===== src/rtl/fetch_stage.sv =====
// Instruction-fetch stage: owns the PC, addresses the instruction memory,
// applies branch/jump redirects (held across stalls) and loads the IF/ID register.
module fetch_stage #(
  parameter logic [31:0] RESET_PC = 32'h0000_0000,
  parameter int unsigned IMEM_AW  = 6
) (
  input  logic               clk,
  input  logic               reset,
  output logic [IMEM_AW-1:0] imem_addr,
  input  logic [31:0]        imem_rd,
  input  logic               stall,
  input  logic               flush,
  input  logic               branch_taken,
  input  logic [31:0]        branch_target,
  input  logic               jump,
  input  logic [31:0]        jump_target,
  output logic [31:0]        pc,
  output logic [31:0]        instr_d,
  output logic [31:0]        pcplus4_d,
  output logic               valid_d,
  output logic               addr_err,
  output logic               dbg_halt
);

  typedef enum logic {RUN = 1'b0, HALT = 1'b1} state_e;

  state_e      state_q, state_d;
  logic [31:0] pc_q, pc_d;
  logic        pend_v_q, pend_v_d;
  logic [31:0] pend_t_q, pend_t_d;
  logic [31:0] instr_q, instr_d_n;
  logic [31:0] pcplus4_q, pcplus4_d_n;
  logic        valid_q, valid_d_n;
  logic        addr_err_q, addr_err_d;

  logic        req;
  logic [31:0] tgt;
  logic        apply_v;
  logic [31:0] apply_t;
  logic [31:0] pc_inc;

  assign req     = jump | branch_taken;
  assign tgt     = jump ? jump_target : branch_target;
  // A fresh request overrides any redirect parked during an earlier stall.
  assign apply_v = (state_q == RUN) && !stall && (req || pend_v_q);
  assign apply_t = req ? tgt : pend_t_q;
  assign pc_inc  = pc_q + 32'd4;

  always_comb begin
    state_d    = state_q;
    pc_d       = pc_q;
    pend_v_d   = pend_v_q;
    pend_t_d   = pend_t_q;
    addr_err_d = addr_err_q;
    if (state_q == RUN) begin
      if (stall) begin
        if (req) begin
          pend_v_d = 1'b1;
          pend_t_d = tgt;
        end
      end else if (apply_v) begin
        pend_v_d = 1'b0;
        if (apply_t[1:0] != 2'b00) begin
          addr_err_d = 1'b1;
          state_d    = HALT;
        end else begin
          pc_d = apply_t;
        end
      end else begin
        pc_d = pc_inc;
      end
    end
  end

  always_comb begin
    instr_d_n   = instr_q;
    pcplus4_d_n = pcplus4_q;
    valid_d_n   = valid_q;
    if (flush) begin
      instr_d_n   = '0;
      pcplus4_d_n = '0;
      valid_d_n   = 1'b0;
    end else if (state_q == RUN && stall) begin
      instr_d_n   = instr_q;
    end else if (apply_v || state_q == HALT) begin
      // Squash the wrong-path fetch behind a redirect, and fetch nothing once halted.
      instr_d_n   = '0;
      pcplus4_d_n = '0;
      valid_d_n   = 1'b0;
    end else begin
      instr_d_n   = imem_rd;
      pcplus4_d_n = pc_inc;
      valid_d_n   = 1'b1;
    end
  end

  always_ff @(posedge clk) begin
    if (!reset) begin
      state_q    <= RUN;
      pc_q       <= RESET_PC;
      pend_v_q   <= 1'b0;
      pend_t_q   <= '0;
      instr_q    <= '0;
      pcplus4_q  <= '0;
      valid_q    <= 1'b0;
      addr_err_q <= 1'b0;
    end else begin
      state_q    <= state_d;
      pc_q       <= pc_d;
      pend_v_q   <= pend_v_d;
      pend_t_q   <= pend_t_d;
      instr_q    <= instr_d_n;
      pcplus4_q  <= pcplus4_d_n;
      valid_q    <= valid_d_n;
      addr_err_q <= addr_err_d;
    end
  end

  // Fetch wraps within the memory; the PC register itself runs the full 32 bits.
  assign imem_addr = pc_q[IMEM_AW+1:2];
  assign pc        = pc_q;
  assign instr_d   = instr_q;
  assign pcplus4_d = pcplus4_q;
  assign valid_d   = valid_q;
  assign addr_err  = addr_err_q;
  assign dbg_halt  = (state_q == HALT);

endmodule


===== config.mk =====
export PLATFORM = sky130hd
export DESIGN_NAME = fetch_stage
export DESIGN_NICKNAME = d
export VERILOG_FILES = /design/src/rtl/fetch_stage.sv
export SDC_FILE = /design/constraint.sdc
export NUM_CORES = 1
export LEC_CHECK = 0
export CAP_MARGIN = 20
export CORE_MARGIN = 4
export CORE_UTILIZATION = 50
export DETAILED_ROUTE_END_ITERATION = 7
export PLACE_DENSITY_LB_ADDON = 0.12
export SLEW_MARGIN = 15
export SYNTH_ARGS = -nofsm -noshare
export SYNTH_HDL_FRONTEND = slang
export SYNTH_SLANG_ARGS = --single-unit

===== constraint.sdc =====
create_clock -name clk -period 3 [get_ports clk]
set_input_delay 0.6 -clock clk [delete_from_list [all_inputs] [get_ports clk]]
set_output_delay 0.6 -clock clk [all_outputs]
set_load 0.02 [all_outputs]

==> flow_summary.ini, run 1 <==
[outcome]
status = completed

[setup_path]
worstRegToRegCells = 5
endpoint_kind = register
critPathLaunchType = input pin
cp_max_fo = 38
critPathCapture = pc[29]
regToRegStartpoint = pc[10]
critPathKind = in2reg
reg2reg_to = pcplus4_d[29]
crit_arrival_ps = 2840
worstPathRequired_ps = 3300
crit_path_start = jump
reg2reg_slack_ps = 610

[clock_network]
cts_sinks = 132
tritoncts = yes
cts.clk_slew.worst_paths_ps = 60
numCtsBuffers = 17
cts_setup_buffers = 0
h-tree-depth = 4
worstSkewPairLatency_ps = 420
cts_resized = 0
cts_buffer_depth = 2
root_buffer = clkbuf_16
ctsHoldBuffers = 0

[sta]
setup_violations = 0
tns_ps = 0
final-hold-violation-count = 0
setup_ws_ps = 455
skew_ps = 6.04
rsz0062_at_grt = no
worst_slew_pin_slew_ps = 813
fmax_mhz = 393
drv_slew = 0
slew_headroom_pct = 44.4
min_period_over_period_pct = 84.8
fin_crit_ps = 2540

[finish]
seqCellArea_um2 = 2640
n_antenna_cell = 0
drive_above_1_share_pct = 8.00
fill_cells = 924
fin_util_pct = 74.8
area_growth_pct = 44.1
final_cell_mix = clkdlybuf4s50_1 (205), dfxtp_1 (132), nand2_1 (114)
nets = 1078
multiInputGateArea_um2 = 3430
final_common_cell = clkdlybuf4s50_1

[global_routing]
grt_pass1_vias = 6541
grt_usage_pct = 29.6
grt_overflow_total = 0
grt_pass1_wl_um = 34100
antenna_found_initial = 0
grt_start_max_net_pins = 48

[routing]
avgViaCountPerCell = 5.83
ant_nets = 0
via_count = 6738
wl_per_cell_um = 18.9
first_pass_iters = 5
totalWireLength_um = 21900
drt_iter0_markers = 626
post-route-drc-count = 0

[logic_synthesis]
seq_area_frac_synth_pct = 41.5
synth_async_sr_flop_share_pct = 0
synth_top_cell_by_area = dfxtp_1
synth_area_um2 = 6370
syn_inst = 793
synth_top_area_share_pct = 41.5
synth_edf_count = 0
synth.area.top_cells = dfxtp_1 (41%), nand2_1 (6.7%), nor2_1 (5.7%)
synth.avg_cell_area_um2 = 8.03
synth_ff_type = dfxtp_1
ys_ff_latch = 132
synth.distinct_cells = 58
syn_nets = 896
yosys_warnings = 0

[power]
p_leak_nw = 3.27
p_per_area_nw_per_um2 = 517
finalPower_mw = 4.75
irDropWorstVdd_mv = 0.397

[placement]
gp_congestion = 0.918
io_buffers = 206
pre_cts_slack_ps = 125
dp_hpwl_um = 15900

[floorplan]
initial_core_util_pct = 51.9
fp.coreArea_um2 = 12300
rows = 40
die_w_um = 121
die_height_um = 121
ioPinCount = 207
die_area_um2 = 14600

[worst_hold_path]
hold_path_class = reg2reg

[job]
maxCapViolations = 0
## cell type report
class                      instances  area share [%]
clock inverter                    12            1.68
tap                              168            2.29
clock buffer                      20            4.87
sequential                       132            28.8
multi-input combinational        587            37.3
timing repair buffer             232            24.8
inverter                           5           0.205
## registers in the layout, summed over array words and instances (netlist names)
name / cells
dbg_halt: 1
pend_t_q: 32
valid_d: 1
pend_v_q: 1
instr_d: 32
addr_err: 1
pc: 32
pcplus4_d: 32
## power breakdown
| part | switching, mW | internal (mW) |
|---|---|---|
| clock | 0.796 | 1.33 |
| combinational | 0.396 | 0.340 |
| sequential | 0.0662 | 1.82 |
| total | 1.26 | 3.49 |
## critical path: stages
cell,delay (ps)
clkdlybuf4s50_1,580
buf_4,180
buf_4,310
nand2b_1,120
a2111oi_0,730
buf_4,260
a211oi_2,40
## routing by layer
layer	track usage, %	routed length [um]	vias to the layer above
met4	8.07	397	0
met2	52.4	11300	291
met3	7.23	1440	40
met1	35.5	8700	3221
met5	0	0	-
li1	-	-	3186
## cells by family (layout without fill, tap and decap cells)
kind of cell / count (synthesis) / after routing / synth area share (%)
muxes: 42 / 42 / 6.80
adders and majority gates: 1 / 1 / 0.196
xor gates and xnor gates: 28 / 28 / 3.85
AOI/OAI and AO/OA: 222 / 222 / 22.1
DFF: 132 / 132 / 41.5
buffers and inverters: 74 / 269 / 5.03
and+or+nand+nor: 294 / 294 / 20.5
## synthesized netlist by cell type (all sizes together) (14+ instances only)
master    n
buf      29
nand3    16
a21oi    56
nand4    14
xnor2    15
o21ai    63
a22oi    44
nor2     97
dfxtp   132
clkbuf   40
mux2i    32
nand2   114
## how the worst min path moves through the flow
stage	startpoint	to	slack [ps]	cells after the start
after floorplan	pend_t_q[11]	pend_t_q[11]	440	2
after global placement	pcplus4_d[23]	pcplus4_d[23]	430	2
after detailed placement	pcplus4_d[15]	pcplus4_d[15]	440	2
after CTS	valid_d	valid_d	460	2
after global routing	pend_t_q[14]	pend_t_q[14]	480	2
final	valid_d	valid_d	460	2
## metrics by stage
stage | hold slack (ps) | instance area (um^2) | instances
2_1_floorplan | 436 | 6370 | 793
3_3_place_gp | 433 | 8570 | 1124
3_5_place_dp | 442 | 8570 | 1124
4_1_cts | 457 | 9180 | 1156
5_1_grt | 475 | 9180 | 1156
6_report | 457 | 9180 | 1156
Note: power is estimated with default switching activity, not from simulation.
==> run 2, diff against run 1 <==
--- a/config.mk
+++ b/config.mk
@@ -7,7 +7,7 @@
 export LEC_CHECK = 0
 export CAP_MARGIN = 20
 export CORE_MARGIN = 4
-export CORE_UTILIZATION = 50
+export CORE_UTILIZATION = 42
 export DETAILED_ROUTE_END_ITERATION = 7
 export PLACE_DENSITY_LB_ADDON = 0.12
 export SLEW_MARGIN = 15
==> constraint.sdc (replaced) <==
create_clock -name clk -period 2.1 [get_ports clk]
set_input_delay 0.42 -clock clk [delete_from_list [all_inputs] [get_ports clk]]
set_output_delay 0.42 -clock clk [all_outputs]
set_load 0.02 [all_outputs]
==> run 2 against run 1 <==
- worst setup slack worse by 410 ps
- first-iteration DRC count down 17%
- largest cell class unchanged
- global-route usage down 5.3 points
- final cell count up 8.8%
- combinational power up 66%
- total power up 48%
- critical path type is now reg2out
- sequential power up 41%
==> flow_summary.ini, run 2 (synthesized netlist as in run 1, its figures left out) <==
[floorplan]
ioPinCount = 207
initial_core_util_pct = 43.3
fp.coreArea_um2 = 14700
die_area_um2 = 17200
die_w_um = 131
rows = 44
die_height_um = 131

[worst_hold_path]
hold_path_class = reg2reg
min_delay_path_depth = 2

[setup_path]
critPathKind = reg2out
critPathLaunchType = register
worstPathRequired_ps = 1680
crit_arrival_ps = 1640
endpoint_kind = primary output
cp_max_fo = 7
worstRegToRegCells = 6

[clock_network]
cts_sinks = 132
ctsHoldBuffers = 0
tritoncts = yes
h-tree-depth = 4
worstSkewPairLatency_ps = 420
cts_buffer_depth = 2
numCtsBuffers = 17
cts.clk_slew.worst_paths_ps = 60
root_buffer = clkbuf_16

[sta]
skew_ps = 8.14
tns_ps = 0
worst_slew_pin_slew_ps = 561
drv_slew = 0
final-hold-violation-count = 0
fmax_mhz = 486
slew_headroom_pct = 62.3
min_period_over_period_pct = 97.9
setup_violations = 0
rsz0062_at_grt = no
whs_ps = 448
setup_ws_ps = 44.3
fin_crit_ps = 2060

[placement]
pre_cts_slack_ps = -274
io_buffers = 206
dp_hpwl_um = 16300
gp_congestion = 0.905
dpl_cell_area_um2 = 9310
dp_cells = 1226

[finish]
area_growth_pct = 56.0
final_common_cell = clkdlybuf4s50_1
drive_above_1_share_pct = 15.8
stdcell_area_um2 = 9940
layout.cells.non_filler = 1258
fin_util_pct = 67.6
n_antenna_cell = 0
nets = 1164
final_cell_mix = clkdlybuf4s50_1 (205), dfxtp_1 (130), nand2_1 (114)

[global_routing]
antenna_found_initial = 0
grt_usage_pct = 24.3
grt_pass1_vias = 6551
top_usage_layer = met2
grt_util_met2_pct = 40.1
grtUsageMet3_pct = 6.88
met1_usage_pct = 30.5
grt_overflow_total = 0
grt_pass1_wl_um = 34100
grt_start_max_net_pins = 47

[routing]
drt_iter0_markers = 517
via_count = 6809
totalWireLength_um = 21700
post-route-drc-count = 0
wl_per_cell_um = 17.3
first_pass_iters = 5
avgViaCountPerCell = 5.41
ant_nets = 0

[power]
p_per_area_nw_per_um2 = 708
p_leak_nw = 3.74
finalPower_mw = 7.03
irDropWorstVdd_mv = 0.814

[outcome]
status = completed

[job]
maxCapViolations = 0
-- run 2: per-layer routing --
layer / part of all wire [%] / wire length [um]
met2: 48 / 10400
met5: 0 / 0
met4: 2.6 / 572
met3: 7.1 / 1550
met1: 42 / 9200
-- run 2: area by class of cell --
cell class,instances,area [um^2]
fillers,1245,4760
multi-input cells,587,3430
repair buffers,318,2990
flip-flops and latches,132,2650
clock buffers,21,480
well taps,184,230
clock inverters,11,146
inverters,5,18.8
-- run 2: repair_timing --
action                     CTS  global route
buffers inserted             0             0
gates resized for setup      0             2
setup endpoints to repair    0             3
-- run 2: report_power, final --
group	total [mW]	switching, mW	leakage [nW]	internal [mW]
Combinational	1.22	0.610	2.36	0.613
Clock	3.15	1.15	0.306	2.00
Sequential	2.66	0.0665	1.07	2.60
Total	7.03	1.82	3.74	5.21
-- run 2: path summary, 6_finish.rpt --
kind	start	end	slack, ps
setup reg to reg	pc[3]	pc[28]	70
hold / removal	pcplus4_d[22]	pcplus4_d[22]	450
setup / recovery	pc[7]	pc[7]	40
hold reg to reg	pcplus4_d[22]	pcplus4_d[22]	450
-- run 2: critical path, cell delays in order, from the launching register on --
cell             delay, ps
dfxtp_1                390
buf_4                  190
clkdlybuf4s50_1        640
==> variant (config.mk and constraints of run 2) <==
Make the reset (`reset`) asynchronous in one clocked block.
--- a/src/rtl/fetch_stage.sv
+++ b/src/rtl/fetch_stage.sv
@@ -94,7 +94,7 @@
     end
   end
 
-  always_ff @(posedge clk) begin
+  always_ff @(posedge clk or negedge reset) begin
     if (!reset) begin
       state_q    <= RUN;
       pc_q       <= RESET_PC;
Function: differs if reset is asserted again (counterexample within 4 cycles, from zero or initial values and one cycle with reset low); with reset held inactive, the same outputs for 4 cycles.
==> variant against run 2 <==
  * Worst setup slack improved by 0.022 ns
  * Global-route usage fell by 1.0 points
  * Via count fell by 7.5%
  * Non-clock buffer count fell by 42
  * Hold slack improved by 0.032 ns
  * Clock skew barely moved
  * Cell count fell by 7.6%
  * Routed wire length fell by 4.9%
  * Design area rose by 2.0%
  * Register-to-register slack improved by 0.08 ns
  * Sequential cell count did not move
  * Synthesized area rose by 5.1%
  * Highest routed layer unchanged
Power is not compared: it rests on default switching activity, and its combinational part moved more than twofold at a synthesized area within 25%.
==> variant: results (changes against run 2) <==
The flow ran to the end, and the final reports show no timing, DRC or antenna violations. The run gives 1,042 (-10%) as the layout net count. The logs give 0.630 (+0.00735) for the remaining max-slew budget at the tightest pin and 807 (-9.9%) for the total nets after synthesis. The proportion of layout cells with a drive suffix above 1 works out to 0.133 (-0.0249). In the synthesized netlist, the cells that appear most often are sky130_fd_sc_hd__dfrtp_1, sky130_fd_sc_hd__nand2_1, sky130_fd_sc_hd__a21oi_1.

Yosys attributes the largest share of cell area to sky130_fd_sc_hd__dfrtp_1, sky130_fd_sc_hd__nand2_1, sky130_fd_sc_hd__a22o_1. The logs give 10,100 sq um (+2.0%) for the post-layout instance area and 1,259 (+1.1%) for the layout filler cell count. The synthesized netlist cell count came out at 704 (-11%). Register clock-pin slew on the reported worst setup and hold paths: 0.06 ns (about the same). The overall track demand over capacity in global routing was 0.232 (-0.0103); the worst slack at placement was -0.151 ns (+0.123 ns).

The average wire per cell in the routed design works out to 17.7 um (+2.9%). The run gives 6,290 (-4.0%) as the via count of the first global-routing pass. The largest fanout on the critical path is 8 (+1), and the sequential cell area fraction in the yosys report is 0.493 (+0.0783). The fraction of registers with async set/reset was 1.00 (+1.00). The first-pass GRT wire length was 33,600 um (-1.5%); the instance area after placement was 9400 sq um (+1.0%).

The number of DRC violations after detailed-routing iteration 0 came out at 353 (-32%). The worst-case clock skew came out at 0.00819 ns (+0.0000482 ns). The via-per-instance ratio came out at 5.42 (about the same). The instance count after placement with tap cells included was 1,130 (-7.8%). The logs give 1.61 ns (-0.03 ns) for the signal arrival time at the worst endpoint and 59 (+1.7%) for the count of unique library cells instantiated by Yosys.
-- variant: what timing repair did --
item / CTS / global route
hold endpoints to repair: 52 / 0
gates resized for setup: 0 / 7
setup endpoints to repair: 0 / 6
hold buffers: 1 / 0
setup buffers: 0 / 0
-- variant: power breakdown --
part / total [uW] / switching (uW) / internal (uW)
logic: 3900 / 2080 / 1820
clock network: 3530 / 1170 / 2360
registers: 3590 / 479 / 3110
total: 11000 / 3730 / 7300
-- variant: final timing paths --
check,startpoint,end,slack [ns]
worst max-delay path,pc[2],imem_addr[0],0.07
worst min-delay path,valid_d,valid_d,0.48
worst max register to register,pc[2],pc[24],0.15
worst min register to register,valid_d,valid_d,0.48
max in group asynchronous,reset,pc[11],0.93
min in group asynchronous,reset,pcplus4_d[8],0.55
-- variant: per-layer routing --
layer  vias to the layer above  GRT usage  share of wire
met5                         -          0              0
met3                        24     0.0570          0.078
li1                       3005          -              -
met4                         0     0.0650          0.014
met2                       277      0.351           0.44
met1                      2994      0.334           0.47
-- variant: logic make-up (layout without fill, tap and decap cells) --
| family | after synthesis | in the layout | share of synthesized area |
|---|---|---|---|
| AND/OR/NAND/NOR | 236 | 236 | 0.176 |
| buffers and inverters | 64 | 312 | 0.0426 |
| multiplexers | 30 | 30 | 0.0448 |
| adder cells (fa/ha/maj) | 1 | 1 | 0.00187 |
| flip-flops | 132 | 132 | 0.493 |
| AO/OA/AOI/OAI | 213 | 213 | 0.204 |
| XOR/XNOR | 28 | 28 | 0.0366 |
-- variant: cell type report --
class	count	area share
Inverter	4	0.00148
Multi-Input combinational cell	508	0.309
Clock buffer	17	0.0420
Tap cell	211	0.0260
Timing Repair Buffer	276	0.268
Clock inverter	15	0.0272
Sequential cell	132	0.326
